--- config.mk ---
export PLATFORM = sky130hd
export DESIGN_NAME = mux_arbiter
export DESIGN_NICKNAME = d
export VERILOG_FILES = /design/src/rtl/mux_arbiter_pkg.sv /design/src/rtl/rr_pick.sv /design/src/rtl/mux_arbiter.sv
export SDC_FILE = /design/constraint.sdc
export NUM_CORES = 1
export LEC_CHECK = 0
export BUFFER_PORTS_ARGS = -buffer_cell sky130_fd_sc_hd__buf_2
export CORE_ASPECT_RATIO = 0.7
export CORE_MARGIN = 2
export CORE_UTILIZATION = 46
export DETAILED_ROUTE_END_ITERATION = 16
export PLACE_DENSITY_LB_ADDON = 0.15
export SLEW_MARGIN = 30
export SYNTH_ARGS = -nofsm -noshare
export SYNTH_HDL_FRONTEND = slang
export SYNTH_HIERARCHICAL = 1
export SYNTH_SLANG_ARGS = --single-unit
--- constraint.sdc ---
create_clock -name clk -period 4.7 [get_ports clk]
set_input_delay 0.235 -clock clk [delete_from_list [all_inputs] [get_ports clk]]
set_output_delay 0.235 -clock clk [all_outputs]
set_load 0.03 [all_outputs]
--- src/rtl/mux_arbiter_pkg.sv ---
// ---------------------------------------------------------------------------
// mux_arbiter_pkg
// Shared definitions for the 4-channel round-robin mux arbiter:
//   - FSM state encoding (IDLE = 0, GRANT = 1)
//   - channel count, channel-index (sel) width, hold-counter width
//   - small helpers for channel-index arithmetic and port bit-order mapping
// ---------------------------------------------------------------------------
package mux_arbiter_pkg;

  localparam int unsigned N_CH  = 4;
  localparam int unsigned SEL_W = 2;
  // Hold counter must cover MAX_HOLD-1 for MAX_HOLD up to 15.
  localparam int unsigned CNT_W = 4;

  typedef enum logic {
    ST_IDLE  = 1'b0,
    ST_GRANT = 1'b1
  } state_e;

  typedef logic [SEL_W-1:0] ch_idx_t;

  // Next channel in round-robin order, wrapping 3 -> 0.
  function automatic ch_idx_t ch_next(input ch_idx_t c);
    return c + SEL_W'(1);
  endfunction

  // Port-side channel indices are declared [0:1] with bit 0 as the LSB;
  // internally indices are conventional [1:0]. These map between the two.
  function automatic ch_idx_t idx_from_port(input logic [0:1] p);
    return {p[1], p[0]};
  endfunction

  function automatic logic [0:1] idx_to_port(input ch_idx_t v);
    logic [0:1] p;
    p[0] = v[0];
    p[1] = v[1];
    return p;
  endfunction

endpackage : mux_arbiter_pkg

--- src/rtl/rr_pick.sv ---
// ---------------------------------------------------------------------------
// rr_pick
// Combinational rotating-priority search over four request lines.
// Starting at channel 'start', walks upward with wrap-around and reports the
// first channel whose request is high.
// Ports:
//   req   [0:3] in   request per channel, bit i = channel i
//   start [0:1] in   first channel to examine (start[0] is the LSB)
//   found       out  at least one request is high
//   idx   [0:1] out  winning channel (idx[0] is the LSB); 0 when !found
// ---------------------------------------------------------------------------
module rr_pick
  import mux_arbiter_pkg::*;
(
  input  logic [0:N_CH-1]  req,
  input  logic [0:SEL_W-1] start,
  output logic             found,
  output logic [0:SEL_W-1] idx
);

  ch_idx_t start_v;
  ch_idx_t ch;
  ch_idx_t idx_v;
  logic    found_c;

  assign start_v = idx_from_port(start);

  // First requester at or after start_v, in wrapping upward order.
  always_comb begin
    found_c = 1'b0;
    idx_v   = '0;
    ch      = '0;
    for (int unsigned k = 0; k < N_CH; k++) begin
      ch = start_v + SEL_W'(k);
      if (!found_c && req[ch]) begin
        found_c = 1'b1;
        idx_v   = ch;
      end
    end
  end

  assign found = found_c;
  assign idx   = idx_to_port(idx_v);

endmodule : rr_pick

--- src/rtl/mux_arbiter.sv ---
// ---------------------------------------------------------------------------
// mux_arbiter
// Four-channel round-robin arbiter with a registered-select 4:1 data mux.
// A granted channel keeps ownership for up to MAX_HOLD accepted transfers,
// or until it drops its request; then the arbiter re-arbitrates in the same
// cycle so a new owner (possibly the same one) follows with no idle bubble.
// Parameters:
//   WIDTH     data width of each channel and of out_data
//   MAX_HOLD  transfers per grant before forced re-arbitration (1..15)
// Ports:
//   clk, rst_n        clock, asynchronous active-low reset
//   req   [0:3]       per-channel request (bit i = channel i)
//   in0..in3          channel data
//   out_ready         downstream accepts out_data this cycle
//   out_valid         req of the owner while granted (combinational)
//   out_data          data of channel sel while granted, else 0
//   grant [0:3]       one-hot owner while granted, else 0
//   sel   [0:1]       registered owner index (sel[0] is the LSB)
//   busy              high while granted
// ---------------------------------------------------------------------------
module mux_arbiter
  import mux_arbiter_pkg::*;
#(
  parameter int unsigned WIDTH    = 8,
  parameter int unsigned MAX_HOLD = 4
) (
  input  logic             clk,
  input  logic             rst_n,
  input  logic [0:N_CH-1]  req,
  input  logic [WIDTH-1:0] in0,
  input  logic [WIDTH-1:0] in1,
  input  logic [WIDTH-1:0] in2,
  input  logic [WIDTH-1:0] in3,
  input  logic             out_ready,
  output logic             out_valid,
  output logic [WIDTH-1:0] out_data,
  output logic [0:N_CH-1]  grant,
  output logic [0:SEL_W-1] sel,
  output logic             busy
);

  state_e           state_q, state_d;
  ch_idx_t          sel_q, sel_d;
  ch_idx_t          last_owner_q, last_owner_d;
  logic [CNT_W-1:0] cnt_q, cnt_d;

  logic             owner_req;
  logic             transfer;
  logic             hold_done;
  logic             release_c;
  logic [0:N_CH-1]  pick_req;
  logic [0:SEL_W-1] pick_start;
  logic             pick_found;
  logic [0:SEL_W-1] pick_idx_p;
  ch_idx_t          pick_idx;
  logic [WIDTH-1:0] sel_data;

  // Ownership bookkeeping derived from the current owner.
  assign owner_req = req[sel_q];
  assign transfer  = (state_q == ST_GRANT) && owner_req && out_ready;
  assign hold_done = transfer && (cnt_q == CNT_W'(MAX_HOLD - 1));
  assign release_c = (state_q == ST_GRANT) && (hold_done || !owner_req);

  // Owner is excluded from the search when it has dropped its request; on a
  // hold expiry it stays eligible but is examined last, so a sole requester
  // is simply re-granted.
  always_comb begin
    pick_req = req;
    if ((state_q == ST_GRANT) && !owner_req) begin
      pick_req[sel_q] = 1'b0;
    end
  end

  assign pick_start = idx_to_port(ch_next(last_owner_q));
  assign pick_idx   = idx_from_port(pick_idx_p);

  rr_pick u_rr_pick (
    .req   (pick_req),
    .start (pick_start),
    .found (pick_found),
    .idx   (pick_idx_p)
  );

  // State register.
  always_ff @(posedge clk or negedge rst_n) begin
    if (!rst_n) begin
      state_q      <= ST_IDLE;
      sel_q        <= '0;
      last_owner_q <= SEL_W'(N_CH - 1);
      cnt_q        <= '0;
    end else begin
      state_q      <= state_d;
      sel_q        <= sel_d;
      last_owner_q <= last_owner_d;
      cnt_q        <= cnt_d;
    end
  end

  // Next-state logic: grant issue, hold counting, release and re-arbitration.
  always_comb begin
    state_d      = state_q;
    sel_d        = sel_q;
    last_owner_d = last_owner_q;
    cnt_d        = cnt_q;
    case (state_q)
      ST_IDLE: begin
        if (pick_found) begin
          state_d      = ST_GRANT;
          sel_d        = pick_idx;
          last_owner_d = pick_idx;
          cnt_d        = '0;
        end
      end
      ST_GRANT: begin
        if (release_c) begin
          if (pick_found) begin
            state_d      = ST_GRANT;
            sel_d        = pick_idx;
            last_owner_d = pick_idx;
            cnt_d        = '0;
          end else begin
            state_d = ST_IDLE;
            cnt_d   = '0;
          end
        end else if (transfer) begin
          cnt_d = cnt_q + CNT_W'(1);
        end
      end
      default: begin
        state_d = ST_IDLE;
        cnt_d   = '0;
      end
    endcase
  end

  // 4:1 data select, steered only by the registered owner index.
  always_comb begin
    case (sel_q)
      2'd0:    sel_data = in0;
      2'd1:    sel_data = in1;
      2'd2:    sel_data = in2;
      default: sel_data = in3;
    endcase
  end

  // Output decode from state and owner.
  always_comb begin
    grant     = '0;
    busy      = 1'b0;
    out_valid = 1'b0;
    out_data  = '0;
    if (state_q == ST_GRANT) begin
      grant[sel_q] = 1'b1;
      busy         = 1'b1;
      out_valid    = owner_req;
      out_data     = sel_data;
    end
  end

  assign sel = idx_to_port(sel_q);

endmodule : mux_arbiter

==> results.sh, run 1 <==
export IMPL_wl_microns=2280
export IMPL_synth_compound_area_share_pct=16.5
export IMPL_leakage_nw=0.597
export IMPL_yosys_area_share_xor_xnor_pct=0.979
export IMPL_rr_endpoint="sel_q[0]"
export IMPL_diodes=0
export IMPL_cp_max_fo=12
export IMPL_final_nets=176
export IMPL_grt_setup_unrepaired="no"
export IMPL_core_region_area_sq_um=1840
export IMPL_finalSetupViolCount=0
export IMPL_cts_tree="done"
export IMPL_start_kind="register"
export IMPL_syn_area_sq_um=895
export IMPL_worst_pin_slew_ns=0.535
export IMPL_finClkSkew_ns=0.00120
export IMPL_via_count=852
export IMPL_grt_overflow=0
export IMPL_hold_class="input pin to asynchronous set/reset pin"
export IMPL_place_ws_ns=2.83
export IMPL_syn_inst=84
export IMPL_r2r_start="sel_q[1]"
export IMPL_power_density_nw_per_um2=630
export IMPL_antenna_found_initial=0
export IMPL_synth_simple_area_share_pct=14.8
export IMPL_finalHoldViolations=0
export IMPL_drv_cap=0
export IMPL_drive_gt1_share_pct=56.3
export IMPL_cts_max_level=1
export IMPL_critPathCaptureType="output pin"
export IMPL_synth_top_family_by_area="multiplexers"
export IMPL_syn_area_per_cell_sq_um=10.7
export IMPL_ys_types=35
export IMPL_layout_common_cells="buf_2 (54), and2_1 (8), nor2_1 (7), dfrtp_1 (7)"
export IMPL_grt_pass1_vias=761
export IMPL_die_w_microns=56.7
export IMPL_initialDrtViolationCount=39
export IMPL_fmax_mhz=472
export IMPL_fin_crit_ns=2.12
export IMPL_yosysTopAreaCell="dfrtp_1"
export IMPL_ant_nets=0
export IMPL_gp_congestion=0.758
export IMPL_endpoint="out_data[3]"
export IMPL_netlist_top_cells_area="dfrtp_1 (20%), mux4_1 (15%), mux2_2 (7.6%)"
export IMPL_critPathLaunch="sel_q[0]"
export IMPL_postCtsHoldBufs=1
export IMPL_hpwl_microns=1800
export IMPL_critPathKind="register to output pin"
export IMPL_clkTransAtPathRegs_ns=0.06
export IMPL_ir_worst_vdd_v=0.000387
export IMPL_post_route_period_util_pct=45.1
export IMPL_yosys_warnings=6
export IMPL_slew_headroom_pct=64.3
export IMPL_die_area_sq_um=2320
export IMPL_post_cts_buffers=0
export IMPL_ctsLongestPathBuffers=2
export IMPL_start_util_pct=48.7
export IMPL_final_common_cell="buf_2"
export IMPL_cts_resized=0
export IMPL_synth_yosys_seq_area_share_pct=25.5
export IMPL_design_portCount=55
export IMPL_via_per_inst=5.43
export IMPL_cp_data_required_time_ns=4.47
export IMPL_cts_buffers=3
export IMPL_clock_sinks=9
export IMPL_syn_nets=124
export IMPL_port_buffer_count=54
export IMPL_die_y_microns=40.9
export IMPL_gr_usage_all_layers_pct=21.0
export IMPL_muxShareOfSynthArea_pct=32.0
export IMPL_synthAdderAreaFrac_pct=1.40
export IMPL_routedWlPerCell_microns=14.5
export IMPL_yosys_area_top_type_share_pct=19.6
export IMPL_ys_seq_elements=9
export IMPL_rows=13
export IMPL_timing_setup_tns_ns=0
export IMPL_remaining_drc_errors=0
export IMPL_status="complete, no violations"
export IMPL_worstSkewPairLatency_ns=0.26
export IMPL_area_delta_synth_final_pct=32.2
export IMPL_r2r_slack_ns=2.86
export IMPL_clockRootBuffer="clkbuf_4"
export IMPL_finalWorstSetupSlack_ns=2.58
export IMPL_cp_data_arrival_time_ns=1.88
export IMPL_grt_max_degree=16
export IMPL_drv_slew=0
export IMPL_r2r_cells=4
export IMPL_grt_pass1_wl_microns=3490
export IMPL_first_pass_iters=4
==> worst max-delay path, cell delays in order, from the launching register on <==
cell and delay, ns:
dfrtp_1 0.67, mux4_1 0.62, and2_1 0.16, buf_2 0.17
==> through the flow <==
step                      hold slack [ns]  power, mW  util [%]  instances  cell area [sq um]
after floorplan                   -0.0606      0.585         -         84                895
after global placement             0.0918      0.674      62.4        152               1150
after detailed placement           0.0930      0.689      62.4        152               1150
after CTS                           0.345      0.752      64.3        157               1180
after global routing                0.366      0.798      64.3        157               1180
final                               0.351      0.745      64.3        157               1180
==> metal layers <==
metal	part of all wire, %	global-route usage [%]	wire (microns)	vias up
li1	-	-	-	415
met1	41	23.8	931	398
met2	49	37.2	1120	35
met3	8.6	7.89	197	4
met4	1.3	9.52	29	0
met5	0	0	0	-
==> cell usage after synthesis <==
cell type	n
a21o_1	1
a21oi_1	5
a221o_1	1
a2bb2o_4	1
a32o_1	1
and2_1	8
and3_1	1
buf_2	1
buf_6	2
clkbuf_1	5
dfrtp_1	7
dfstp_2	2
ha_1	1
inv_1	6
inv_2	1
inv_4	1
mux2_2	6
mux2i_1	2
mux4_1	5
mux4_2	3
nand2_1	1
nand2_2	1
nand2b_1	2
nand3_1	1
nand4_1	1
nor2_1	7
nor3_1	2
o21ai_0	2
o21ai_4	1
o21ba_2	1
o221ai_1	1
o22a_4	1
o22ai_2	1
or3_1	1
xor2_1	1
==> flip-flops by register name, summed over array words and instances (netlist names) <==
signal        flops
cnt_q             4
last_owner_q      2
sel_q             2
state_q           1
==> layout make-up <==
class,instances,area (sq um)
Multi-Input combinational cell,59,588
Clock buffer,4,26.3
Sequential cell,9,228
Tap cell,22,27.5
Fill cell,166,656
Timing Repair Buffer,55,280
Inverter,8,32.5
==> logic make-up (layout without fill, tap and decap cells) <==
| kind of cell | Yosys count | in the layout |
|---|---|---|
| xor+xnor | 1 | 1 |
| simple gates | 25 | 25 |
| compound gates | 16 | 16 |
| flops | 9 | 9 |
| buf+inv | 16 | 67 |
| mux | 16 | 16 |
| fa+ha+maj | 1 | 1 |
==> worst min-delay path by stage <==
stage	startpoint	slack [ns]	to	cells past startpoint
final	rst_n	0.35	cnt_q[3]	2
after global routing	rst_n	0.37	cnt_q[3]	2
after CTS	rst_n	0.34	cnt_q[2]	2
after detailed placement	rst_n	0.09	cnt_q[2]	1
after global placement	rst_n	0.09	cnt_q[2]	1
after floorplan	rst_n	-0.06	cnt_q[0]	0
==> report_power, final <==
| part | switching [mW] | internal [mW] | total [mW] | leakage (nW) |
|---|---|---|---|---|
| Sequential | 0.0544 | 0.109 | 0.163 | 0.108 |
| Clock | 0.0259 | 0.0326 | 0.0585 | 0.0150 |
| Combinational | 0.286 | 0.238 | 0.523 | 0.474 |
(Power assumes the default switching activity.)
==> run 2, diff against run 1 <==
- ABC_AREA: not set -> 1
- clock period: 4.7 -> 2.1 ns (I/O delays scaled with it)
==> run 2 against run 1 <==
Sequential share of layout area fell by 3.9 points. Area after synthesis rose by 22%. Highest routed layer unchanged. Clock power rose by 130%.
==> results.sh, run 2 <==
export IMPL_leakage_nw=0.863
export IMPL_final_common_cell="nand2_1"
export IMPL_clockRootBuffer="clkbuf_4"
export IMPL_gp_congestion=0.802
export IMPL_hpwl_microns=2640
export IMPL_r2r_start="last_owner_q[0]"
export IMPL_start_util_pct=49.5
export IMPL_ctsLongestPathBuffers=2
export IMPL_finClkSkew_ns=0.00837
export IMPL_grt_max_degree=18
export IMPL_grt_pass1_vias=1304
export IMPL_design_portCount=55
export IMPL_final_nets=286
export IMPL_synth_edff_count=0
export IMPL_grt_setup_unrepaired="yes"
export IMPL_diodes=0
export IMPL_via_per_inst=5.25
export IMPL_fin_crit_ns=2.04
export IMPL_r2r_slack_ns=0.06
export IMPL_ir_worst_vdd_v=0.00117
export IMPL_cts_max_level=1
export IMPL_finalHoldViolations=0
export IMPL_drive_gt1_share_pct=40.8
export IMPL_async_flop_share_pct=100
export IMPL_top_register="cnt_q"
export IMPL_area_delta_synth_final_pct=37.4
export IMPL_grt_overflow=0
export IMPL_fin_area_sq_um=1500
export IMPL_yosysTopAreaCell="nand2_1"
export IMPL_rows=14
export IMPL_cts_tree="done"
export IMPL_syn_inst=185
export IMPL_routedWlPerCell_microns=12.6
export IMPL_die_area_sq_um=2790
export IMPL_fmax_mhz=490
export IMPL_initialDrtViolationCount=55
export IMPL_antenna_found_initial=0
export IMPL_via_count=1454
export IMPL_syn_area_per_cell_sq_um=5.91
export IMPL_remaining_drc_errors=0
export IMPL_finalSetupViolCount=0
export IMPL_clkTransAtPathRegs_ns=0.06
export IMPL_worst_pin_slew_ns=0.505
export IMPL_ant_nets=0
export IMPL_cp_max_fo=8
export IMPL_syn_area_sq_um=1090
export IMPL_first_pass_iters=4
export IMPL_drv_slew=0
export IMPL_ys_seq_elements=9
export IMPL_cp_data_required_time_ns=2.23
export IMPL_layout_common_cells="nand2_1 (61), buf_2 (54), inv_1 (21)"
export IMPL_port_buffer_count=54
export IMPL_hold_class="input pin to asynchronous set/reset pin"
export IMPL_gr_usage_all_layers_pct=24.5
export IMPL_final_instance_count_excl_fill=277
export IMPL_ys_types=27
export IMPL_wl_microns=3490
export IMPL_r2r_cells=12
export IMPL_yosys_area_top_type_share_pct=22.3
export IMPL_syn_nets=225
export IMPL_die_w_microns=62.3
export IMPL_synth_most_common_cell="nand2_1"
export IMPL_critPathCaptureType="register"
export IMPL_ys_flop_type="dfrtp_1"
export IMPL_reg_top3="cnt_q (4), last_owner_q (2), sel_q (2)"
export IMPL_rr_endpoint="cnt_q[0]"
export IMPL_slew_headroom_pct=66.3
export IMPL_start_kind="register"
export IMPL_yosys_warnings=6
export IMPL_grt_pass1_wl_microns=5460
export IMPL_post_route_period_util_pct=97.1
export IMPL_synth_commonest_cells="nand2_1 (65), inv_1 (23), nand3_1 (15), o21ai_0 (12), nand2_2 (10)"
export IMPL_largest_register_ffs=4
export IMPL_status="complete, no violations"
export IMPL_synth_yosys_seq_area_share_pct=20.8
export IMPL_worstSkewPairLatency_ns=0.26
export IMPL_whs_ns=0.209
export IMPL_clock_sinks=9
export IMPL_critPathKind="register to register"
export IMPL_drv_cap=0
export IMPL_cp_data_arrival_time_ns=2.17
export IMPL_core_region_area_sq_um=2210
export IMPL_fillCellCount=197
export IMPL_cts_buffers=3
export IMPL_power_density_nw_per_um2=1910
export IMPL_dp_cells=266
export IMPL_netlist_top_cells_area="nand2_1 (22%), dfrtp_1 (16%), inv_1 (7.9%)"
export IMPL_die_y_microns=44.8
export IMPL_place_area_sq_um=1390
## run 2: cell count changes after synthesis, moves of 5 or more
cell,previous run,this run
o211ai_1,0,8
nand2_1,1,65
and2_1,8,0
mux4_1,5,0
o21ai_0,2,12
nand2_2,1,10
nand3_1,1,15
mux2_2,6,0
inv_1,6,23
## run 2: worst max-delay path, cell delays in order, from the launching register on
cell and delay [ns]:
dfstp_2 0.58, clkinvlp_4 0.19, buf_4 0.20, nand2_2 0.10, nand3_1 0.13, nand2_2 0.12
inv_1 0.09, nand3b_1 0.14, inv_2 0.05, nand2_2 0.08, o21ai_4 0.09, nand2_1 0.08
o21ai_1 0.06
## run 2: layer usage
| metal | share of wire [%] | up-vias | track usage [%] |
|---|---|---|---|
| met2 | 47 | 83 | 46.1 |
| met1 | 41 | 647 | 28.9 |
| met5 | 0 | - | 0 |
| met4 | 0.92 | 0 | 3.56 |
| met3 | 11 | 7 | 7.73 |
| li1 | - | 717 | - |
## run 2: cell type report
cell class | instances | area (sq um) | share of cell area (%)
flip-flops and latches | 9 | 230 | 15.3
well taps | 32 | 40.0 | 2.66
multi-input cells | 141 | 747 | 49.7
clock buffers | 4 | 26.3 | 1.75
repair buffers | 64 | 352 | 23.4
inverters | 27 | 108 | 7.16
## run 2: through the flow
stage	util [%]	setup WS, ns	power [mW]	TNS (ns)
after detailed placement	62.9	0.127	2.49	0
after floorplan	-	0.228	1.97	0
after CTS	64.5	0.103	2.63	0
after global placement	62.9	0.247	2.41	0
after global routing	68.1	-0.0968	3.11	-0.346
final	68.1	0.0611	2.87	0
## run 2: worst max path at each step
stage	start	end	slack [ns]	depth (start not counted)
6_report	last_owner_q[0]	cnt_q[0]	0.06	12
5_1_grt	last_owner_q[0]	cnt_q[0]	-0.1	12
4_1_cts	last_owner_q[0]	cnt_q[0]	0.10	12
3_5_place_dp	last_owner_q[0]	cnt_q[0]	0.13	12
3_3_place_gp	last_owner_q[0]	cnt_q[1]	0.25	11
2_1_floorplan	last_owner_q[1]	cnt_q[1]	0.23	11
## run 2: cell families (layout without fill, tap and decap cells)
| logic type | after synthesis | count (layout) | synth area share (%) |
|---|---|---|---|
| compound gates | 28 | 28 | 16.4 |
| flops | 9 | 9 | 20.8 |
| fa+ha+maj | 1 | 1 | 1.14 |
| buf+inv | 35 | 95 | 12.8 |
| simple gates | 110 | 110 | 47.3 |
| xor+xnor | 2 | 2 | 1.60 |
## run 2: power by group
| part | switching, mW | internal, mW |
|---|---|---|
| Combinational | 1.55 | 0.804 |
| Sequential | 0.126 | 0.259 |
| Clock | 0.0584 | 0.0731 |
## run 2: what timing repair did
item	CTS	global route
resized for setup	0	12
hold buffers	1	0
setup endpoints to repair	0	6
setup buffers	0	6
endpoints found under the hold margin	9	0
==> run 3, diff against run 2 <==
- BUFFER_PORTS_ARGS: -buffer_cell sky130_fd_sc_hd__buf_2 -> -buffer_cell sky130_fd_sc_hd__buf_4
==> run 3 against run 2 <==
Final cell count unchanged. First-iteration DRC count increased by 73%. Worst setup slack improved by 0.041 ns.
==> results.sh, run 3 (synthesized netlist as in run 2, its figures left out) <==
export IMPL_status="complete, no violations"
export IMPL_drv_cap=0
export IMPL_path_buf_inv=4
export IMPL_slew_headroom_pct=66.8
export IMPL_initialDrtViolationCount=95
export IMPL_hold_class="input pin to asynchronous set/reset pin"
export IMPL_die_area_sq_um=2790
export IMPL_cp_data_arrival_time_ns=2.13
export IMPL_power_mw=3.00
export IMPL_fin_area_sq_um=1630
export IMPL_via_count=1444
export IMPL_start_util_pct=49.5
export IMPL_final_common_cell="nand2_1"
export IMPL_grt_overflow=0
export IMPL_die_w_microns=62.3
export IMPL_finalHoldViolations=0
export IMPL_ant_nets=0
export IMPL_cts_buffers=3
export IMPL_post_route_period_util_pct=95.1
export IMPL_rows=14
export IMPL_fin_crit_ns=2.00
export IMPL_cp_slowest_cell="dfstp_2"
export IMPL_largest_register_ffs=4
export IMPL_ctsLongestPathBuffers=2
export IMPL_layout_common_cells="nand2_1 (63), buf_4 (62), inv_1 (22)"
export IMPL_r2r_cells=14
export IMPL_critPathKind="register to register"
export IMPL_dp_cells=266
export IMPL_gr_usage_all_layers_pct=25.0
export IMPL_power_density_nw_per_um2=1840
export IMPL_finClkSkew_ns=0.0105
export IMPL_cp_data_required_time_ns=2.23
export IMPL_final_nets=286
export IMPL_ir_worst_vdd_v=0.00113
export IMPL_first_pass_iters=4
export IMPL_hpwl_microns=2780
export IMPL_place_area_sq_um=1520
export IMPL_diodes=0
export IMPL_clock_sinks=9
export IMPL_worstSkewPairLatency_ns=0.26
export IMPL_port_buffer_count=54
export IMPL_design_portCount=55
export IMPL_cp_max_fo=8
export IMPL_r2r_slack_ns=0.10
export IMPL_area_delta_synth_final_pct=49.1
export IMPL_path_cells="clkinvlp_4 > inv_4 > buf_4 > nand2_1 > nand2_1 > nand2_2 > nand2_2 > nor2_4 > nand3b_1 > inv_1 > nand2_1 > o21ai_4 > nand2_1 > o21ai_0"
export IMPL_antenna_found_initial=0
export IMPL_finalSetupViolCount=0
export IMPL_whs_ns=0.188
export IMPL_worst_pin_slew_ns=0.498
export IMPL_via_per_inst=5.21
export IMPL_clkTransAtPathRegs_ns=0.06
export IMPL_core_region_area_sq_um=2210
export IMPL_rr_endpoint="cnt_q[1]"
export IMPL_reg_top3="cnt_q (4), last_owner_q (2), sel_q (2)"
export IMPL_cts_tree="done"
export IMPL_crit_path_frequent_cell="nand2_1"
export IMPL_drive_gt1_share_pct=38.8
export IMPL_leakage_nw=0.910
export IMPL_grt_pass1_vias=1304
export IMPL_grt_pass1_wl_microns=5530
export IMPL_critPathCaptureType="register"
export IMPL_slowest_delay_ns=0.57
export IMPL_top_register="cnt_q"
export IMPL_gp_congestion=0.856
export IMPL_die_y_microns=44.8
export IMPL_cts_max_level=1
export IMPL_start_kind="register"
export IMPL_clockRootBuffer="clkbuf_4"
export IMPL_r2r_start="last_owner_q[0]"
export IMPL_routedWlPerCell_microns=12.9
export IMPL_fmax_mhz=501
export IMPL_final_instance_count_excl_fill=277
export IMPL_grt_max_degree=18
export IMPL_wl_microns=3570
export IMPL_drv_slew=0
export IMPL_remaining_drc_errors=0
export IMPL_crit_family="simple AND/OR/NAND/NOR gates"
run 3: cell counts in the layout (fill, tap and decap cells not counted):
No cell type changed its count.
run 3: power by group:
part / leakage (nW) / internal, mW / switching [mW] / total (mW)
combinational: 0.786 / 0.939 / 1.55 / 2.49
sequential: 0.109 / 0.255 / 0.126 / 0.380
clock: 0.0150 / 0.0731 / 0.0591 / 0.132
total: 0.910 / 1.27 / 1.73 / 3.00
run 3: worst max-delay path by stage:
stage | startpoint | end | slack, ns | depth (start not counted)
after floorplan | last_owner_q[1] | cnt_q[1] | 0.23 | 11
after global placement | last_owner_q[1] | cnt_q[1] | 0.27 | 11
after detailed placement | last_owner_q[1] | cnt_q[1] | 0.16 | 13
after CTS | last_owner_q[1] | cnt_q[1] | 0.14 | 13
after global routing | last_owner_q[0] | cnt_q[1] | -0.03 | 14
final | last_owner_q[0] | cnt_q[1] | 0.10 | 14
run 3: layout make-up:
class	count	area (sq um)
flip-flops and latches	9	228
multi-input cells	141	742
inverters	27	108
well taps	32	40.0
clock buffers	4	26.3
fillers	188	577
repair buffers	64	487
run 3: per-layer routing:
metal / routed length [microns] / GRT usage [%] / part of all wire, % / vias up
li1: - / - / - / 714
met1: 1480 / 28.4 / 41 / 641
met2: 1700 / 47.4 / 48 / 81
met3: 352 / 7.73 / 9.9 / 8
met4: 36 / 6.67 / 1.0 / 0
met5: 0 / 0 / 0 / -
run 3: metrics by stage:
stage | setup WS (ns) | utilization (%) | TNS, ns
2_1_floorplan | 0.228 | - | 0
3_3_place_gp | 0.272 | 69.0 | 0
3_5_place_dp | 0.158 | 69.0 | 0
4_1_cts | 0.138 | 70.6 | 0
5_1_grt | -0.0283 | 73.9 | -0.0283
6_report | 0.103 | 73.9 | 0
run 3: repair_timing:
| action | CTS | global route |
|---|---|---|
| hold buffers | 1 | 0 |
| hold endpoints to repair | 9 | 0 |
| endpoints found under the setup margin | 0 | 4 |
| setup buffers | 0 | 6 |
| gates resized for setup | 0 | 7 |
